File: config.mk
export PLATFORM = sky130hd
export DESIGN_NAME = traffic_receiver
export DESIGN_NICKNAME = d
export VERILOG_FILES = /design/src/rtl/traffic_receiver.sv
export SDC_FILE = /design/constraint.sdc
export NUM_CORES = 1
export LEC_CHECK = 0
export BUFFER_PORTS_ARGS = -buffer_cell sky130_fd_sc_hd__clkbuf_2
export CORE_ASPECT_RATIO = 0.75
export CORE_MARGIN = 4
export CORE_UTILIZATION = 33
export DETAILED_ROUTE_END_ITERATION = 10
export GPL_TIMING_DRIVEN = 0
export SKIP_CTS_REPAIR_TIMING = 1
export SLEW_MARGIN = 20
export SYNTH_ARGS = -nofsm -noshare
export SYNTH_HDL_FRONTEND = slang
export SYNTH_SLANG_ARGS = --single-unit
File: constraint.sdc
create_clock -name clk -period 8.38 [get_ports clk]
set_input_delay 1.676 -clock clk [delete_from_list [all_inputs] [get_ports clk]]
set_output_delay 1.676 -clock clk [all_outputs]
set_load 0.03 [all_outputs]
File: src/rtl/traffic_receiver.sv
// Receive endpoint for a router local port: buffers incoming flits, checks
// HEAD/BODY/TAIL framing and destination address, and reports status counters.
package router_pkg;

    typedef enum logic [1:0] {
        F_NONE = 2'd0,
        F_HEAD = 2'd1,
        F_BODY = 2'd2,
        F_TAIL = 2'd3
    } flit_type_t;

    localparam int FLIT_SIZE = 35;

    typedef struct packed {
        logic       valid;
        flit_type_t ftype;
        logic [7:0] xaddr;
        logic [7:0] yaddr;
        logic [15:0] rsvd;
    } head_flit_t;

    typedef struct packed {
        logic        valid;
        flit_type_t  ftype;
        logic [31:0] data;
    } body_flit_t;

    typedef struct packed {
        logic        valid;
        flit_type_t  ftype;
        logic [31:0] rsvd;
    } tail_flit_t;

    typedef union packed {
        head_flit_t head;
        body_flit_t body;
        tail_flit_t tail;
    } FLIT_t;

    typedef struct packed {
        int xaddr;
        int yaddr;
    } ROUTER_CONFIG;

endpackage

module traffic_receiver
    import router_pkg::*;
#(
    parameter int           BODY_COUNT  = 2,
    parameter ROUTER_CONFIG router_conf = '{default: 9999},
    parameter int           DEPTH       = 4
) (
    input  logic        clk,
    input  logic        reset,
    input  FLIT_t       i_flit,
    input  logic        i_rec_req,
    output logic        o_rec_ack,
    input  logic        i_drain_en,
    output logic        o_pkt_done,
    output logic        o_err,
    output logic [1:0]  o_err_code,
    output logic [15:0] o_last_data,
    output logic [15:0] o_pkt_count,
    output logic [15:0] o_err_count,
    output logic        o_busy
);

    localparam int AW = $clog2(DEPTH);
    localparam int CW = $clog2(BODY_COUNT + 1);
    localparam logic [7:0] MY_X = 8'(router_conf.xaddr);
    localparam logic [7:0] MY_Y = 8'(router_conf.yaddr);

    typedef enum logic [1:0] {
        IDLE   = 2'd0,
        BODY_S = 2'd1,
        TAIL_S = 2'd2
    } state_t;

    // ---------------- input buffer (first-word-fall-through) ----------------
    FLIT_t         mem_q [DEPTH];
    logic [AW-1:0] wr_ptr_q, rd_ptr_q;
    logic [AW:0]   count_q;
    logic          full, empty, wr_en, pop, ovf;
    FLIT_t         head_flit;

    assign full      = (count_q == (AW+1)'(DEPTH));
    assign empty     = (count_q == '0);
    assign o_rec_ack = ~full;
    assign wr_en     = i_rec_req & ~full & i_flit.head.valid;
    assign ovf       = i_rec_req &  full & i_flit.head.valid;
    assign pop       = ~empty & i_drain_en;
    assign head_flit = mem_q[rd_ptr_q];

    always_ff @(posedge clk) begin
        if (wr_en) mem_q[wr_ptr_q] <= i_flit;
    end

    always_ff @(posedge clk or posedge reset) begin
        if (reset) begin
            wr_ptr_q <= '0;
            rd_ptr_q <= '0;
            count_q  <= '0;
        end else begin
            if (wr_en) wr_ptr_q <= wr_ptr_q + AW'(1);
            if (pop)   rd_ptr_q <= rd_ptr_q + AW'(1);
            case ({wr_en, pop})
                2'b10:   count_q <= count_q + (AW+1)'(1);
                2'b01:   count_q <= count_q - (AW+1)'(1);
                default: count_q <= count_q;
            endcase
        end
    end

    // ---------------- framing checker ----------------
    state_t        state_q, state_d;
    logic [CW-1:0] cnt_q, cnt_d, cnt_inc;
    logic          addr_err_q, addr_err_d;
    logic [15:0]   shadow_q, shadow_d;
    logic          fsm_err, good, start_pkt;
    logic [1:0]    fsm_code;

    assign cnt_inc = cnt_q + CW'(1);

    always_comb begin
        state_d    = state_q;
        cnt_d      = cnt_q;
        addr_err_d = addr_err_q;
        shadow_d   = shadow_q;
        fsm_err    = 1'b0;
        fsm_code   = 2'd0;
        good       = 1'b0;
        start_pkt  = 1'b0;
        if (pop) begin
            case (state_q)
                IDLE: begin
                    if (head_flit.head.ftype == F_HEAD) begin
                        start_pkt = 1'b1;
                    end else begin
                        fsm_err  = 1'b1;
                        fsm_code = 2'd2;
                    end
                end
                BODY_S: begin
                    case (head_flit.head.ftype)
                        F_BODY: begin
                            cnt_d    = cnt_inc;
                            shadow_d = head_flit.body.data[15:0];
                            if (cnt_inc == CW'(BODY_COUNT)) state_d = TAIL_S;
                        end
                        F_HEAD: begin
                            fsm_err   = 1'b1;
                            fsm_code  = 2'd2;
                            start_pkt = 1'b1;
                        end
                        default: begin
                            fsm_err  = 1'b1;
                            fsm_code = 2'd2;
                            state_d  = IDLE;
                        end
                    endcase
                end
                TAIL_S: begin
                    case (head_flit.head.ftype)
                        F_TAIL: begin
                            if (addr_err_q) begin
                                fsm_err  = 1'b1;
                                fsm_code = 2'd1;
                            end else begin
                                good = 1'b1;
                            end
                            state_d = IDLE;
                        end
                        F_HEAD: begin
                            fsm_err   = 1'b1;
                            fsm_code  = 2'd2;
                            start_pkt = 1'b1;
                        end
                        default: begin
                            fsm_err  = 1'b1;
                            fsm_code = 2'd2;
                            state_d  = IDLE;
                        end
                    endcase
                end
                default: state_d = IDLE;
            endcase
            // A HEAD seen mid-packet is flagged above and then restarts framing.
            if (start_pkt) begin
                state_d    = BODY_S;
                cnt_d      = '0;
                addr_err_d = (head_flit.head.xaddr != MY_X) ||
                             (head_flit.head.yaddr != MY_Y);
            end
        end
    end

    // ---------------- registered status ----------------
    logic        pkt_done_q, err_q;
    logic [1:0]  err_code_q;
    logic [15:0] last_data_q, pkt_count_q, err_count_q;
    logic [16:0] err_sum;

    assign err_sum = {1'b0, err_count_q} + 17'(fsm_err) + 17'(ovf);

    always_ff @(posedge clk or posedge reset) begin
        if (reset) begin
            state_q     <= IDLE;
            cnt_q       <= '0;
            addr_err_q  <= 1'b0;
            shadow_q    <= '0;
            pkt_done_q  <= 1'b0;
            err_q       <= 1'b0;
            err_code_q  <= '0;
            last_data_q <= '0;
            pkt_count_q <= '0;
            err_count_q <= '0;
        end else begin
            state_q    <= state_d;
            cnt_q      <= cnt_d;
            addr_err_q <= addr_err_d;
            shadow_q   <= shadow_d;
            pkt_done_q <= good;
            err_q      <= fsm_err | ovf;
            if (fsm_err)  err_code_q <= fsm_code;
            else if (ovf) err_code_q <= 2'd3;
            if (good) begin
                last_data_q <= shadow_q;
                if (pkt_count_q != '1) pkt_count_q <= pkt_count_q + 16'd1;
            end
            err_count_q <= err_sum[16] ? '1 : err_sum[15:0];
        end
    end

    logic unused_valid;
    assign unused_valid = head_flit.head.valid;

    assign o_pkt_done  = pkt_done_q;
    assign o_err       = err_q;
    assign o_err_code  = err_code_q;
    assign o_last_data = last_data_q;
    assign o_pkt_count = pkt_count_q;
    assign o_err_count = err_count_q;
    assign o_busy      = (state_q != IDLE) || !empty;

endmodule

==> impl_metrics.py <==
metrics = {
    "run_status": {
        "status": "finished clean",
    },
    "sta": {
        "setup_slack_ns": 4.506,
        "slew_headroom_pct": 33.48,
        "period_minus_slack_ns": 3.874,
        "fmax_mhz": 258.1,
        "hold_slack_ns": 0.4937,
        "grt_setup_unrepaired": "false",
        "fin_skew_ns": 0.01415,
        "finalMaxSlewViolations": 0,
        "setup_viol": 0,
        "hold_violations": 0,
        "tightest_slew_ns": 0.9894,
        "tns_ns": 0,
        "post-route-period-util_pct": 46.23,
    },
    "floorplanning": {
        "die_w_um": 192.7,
        "die-area_sq_mm": 0.02825,
        "start_util_pct": 33.67,
        "ioPinCount": 93,
        "core-area_sq_mm": 0.02509,
        "num_rows": 50,
        "die_h_um": 146.6,
    },
    "drt": {
        "postRouteAntennaNets": 0,
        "wire_per_inst_um": 17.02,
        "wirelength_mm": 16.72,
        "first_pass_iters": 4,
        "drt_drc_violations_left": 0,
        "drtIter0Drc": 182,
        "route.vias.total": 4646,
        "vias_per_cell": 4.731,
    },
    "logic_synthesis": {
        "synth_warnings": 0,
        "ys_ff_latch": 216,
        "synth_edf_count": 136,
        "synth_xor_xnor_area_share_pct": 3.111,
        "synthSimpleGateAreaFrac_pct": 8.665,
        "synthAdderAreaFrac_pct": 1.659,
        "synth.area.top_cells": "edfxtp_1 48%, dfrtp_1 24%, mux4_2 4.8%, mux2_2 3.7%, xor2_1 1.8%",
        "synth_commonest_cells": "136 x edfxtp_1, 80 x dfrtp_1, 37 x nand2_1",
        "synthArstFlopShare_pct": 37.04,
        "syn_avg_cell_area_sq_um": 16.66,
        "syn_inst": 507,
        "synth_cell_types": 46,
        "synth_nets": 556,
        "syn_area_sq_mm": 0.008447,
        "synth_top_cell_area_share_pct": 48.35,
        "synth_flop_cell": "edfxtp_1",
        "yosysSeqAreaShare_pct": 72.05,
        "synth_top_cell_by_area": "edfxtp_1",
        "synth_compound_area_share_pct": 1.733,
        "yosysMostFrequentCell": "edfxtp_1",
        "synth_top_family_by_area": "multiplexers",
        "synth_mux_area_share_pct": 10.92,
    },
    "place": {
        "placed_cells": 942,
        "place_congestion": 0.8248,
        "post-dp-hpwl_mm": 11.66,
        "dp_slack_ns": 3.989,
        "dpl-instance-area_sq_mm": 0.009453,
        "port_buffers": 92,
    },
    "setup_path": {
        "worst-path-buf-inv": 3,
        "path_cells": "clkbuf_2 -> o31ai_1 -> a21oi_1 -> nand3_1 -> a221o_1 -> fa_1 -> inv_1 -> and3_1 -> clkbuf_1 -> nand4_1 -> nor2_1 -> mux2_2",
        "required_ns": 8.77,
        "cp_slowest_stage_delay_ns": 0.40,
        "critical_path.top_delay_family": "compound AO/OA/AOI/OAI gates",
        "crit_slowest_cell": "fa_1",
        "start_kind": "input port",
        "cp-end-kind": "register",
        "crit_fanout": 6,
        "crit_type": "input port to register",
        "cp_data_arrival_time_ns": 4.26,
    },
    "clock_network": {
        "clk_path_buf_depth": 3,
        "cts_sinks": 216,
        "h-tree-depth": 1,
        "tritoncts": "done",
        "clk_transition_reported_paths_ns": 0.06,
        "cts_buffers": 22,
        "cts-root-buf": "clkbuf_16",
        "clk_latency_ns": 0.51,
    },
    "power_and_ir_drop": {
        "ir_drop_mv": 0.1545,
        "powerDensity_mw_per_mm2": 286.1,
        "p_total_mw": 2.913,
        "leakage_nw": 4.044,
    },
    "global_routing": {
        "grt_pass1_wl_mm": 26.65,
        "first_global_vias": 4832,
        "grt_max_degree": 48,
        "track_usage_pct": 11.89,
        "gr-total-overflow": 0,
        "antenna_found_initial": 2,
    },
    "finish": {
        "antenna_cells": 0,
        "final_util_pct": 40.59,
        "postLayoutCellArea_sq_mm": 0.01018,
        "area_growth_syn_to_layout_pct": 20.55,
        "post_route_cells_drive_above_1_share_pct": 31.21,
        "nets": 677,
        "fill_cells": 2304,
        "fin_cells": 982,
    },
    "run": {
        "drv_cap": 0,
    },
    "min_path": {
        "hold_class": "register to register",
    },
}
worst paths after layout:
path                                      start              end  slack [ns]  depth (start not counted)
worst min-delay path            o_pkt_count[11]  o_pkt_count[11]        0.49                          1
max in group asynchronous                 reset   o_last_data[0]        6.60                          3
worst min register to register  o_pkt_count[11]  o_pkt_count[11]        0.49                          1
min in group asynchronous                 reset   o_err_count[2]        1.19                          2
worst max register to register      rd_ptr_q[0]  o_err_count[15]        4.93                         12
worst max-delay path                 i_drain_en  o_err_count[15]        4.51                         12
sequential cells by signal, summed over array words and instances, names as in the netlist:
| register | count |
|---|---|
| o_pkt_count | 16 |
| o_err_count | 16 |
| o_pkt_done | 1 |
| state_q | 2 |
| wr_ptr_q | 2 |
| o_err | 1 |
| shadow_q | 16 |
| cnt_q | 2 |
| count_q | 3 |
| addr_err_q | 1 |
| mem_q | 136 |
| o_last_data | 16 |
| o_err_code | 2 |
| rd_ptr_q | 2 |
per-layer routing:
layer / vias to the layer above / GRT usage (%) / part of all wire (%)
met5: - / 0 / 0.16
met4: 4 / 2.566 / 2.1
met3: 28 / 3.513 / 7.4
met2: 129 / 19.21 / 46
met1: 2338 / 16.00 / 44
li1: 2147 / - / -
layout make-up:
type / count / area [sq um] / share of cell area [%]
sequential: 216 / 6086 / 59.77
tap: 338 / 422.9 / 4.153
clock buffer: 27 / 589.3 / 5.788
clock inverter: 13 / 140.1 / 1.376
inverter: 15 / 58.81 / 0.5775
buffer: 16 / 101.3 / 0.9953
timing repair buffer: 97 / 575.6 / 5.652
multi-input combinational: 260 / 2208 / 21.69
logic make-up after synthesis:
group / Yosys count
AO/OA/AOI/OAI: 22
XOR/XNOR: 30
adder cells (fa/ha/maj): 10
buffers and inverters: 31
flip-flops: 216
multiplexers: 60
AND/OR/NAND/NOR: 138
placed cells by master (no fill, tap or decap), types with 6 or more instances in the layout:
cell type / instances
dfrtp_1: 80
xor2_1: 17
nand3_1: 15
xnor2_1: 13
ha_1: 8
mux2_2: 28
nor3_1: 7
clkbuf_16: 22
edfxtp_1: 136
clkbuf_2: 92
mux2_4: 9
mux4_2: 18
or4_1: 6
nand4_1: 17
nor2_1: 18
inv_1: 14
nand2_1: 37
clkbuf_1: 10
where the power goes:
part	internal, mW	switching (mW)	total [mW]
registers	1.29	0.0823	1.38
logic	0.252	0.315	0.567
clock network	0.566	0.403	0.970
total	2.11	0.800	2.91
Power figures use the tool's default switching activity.
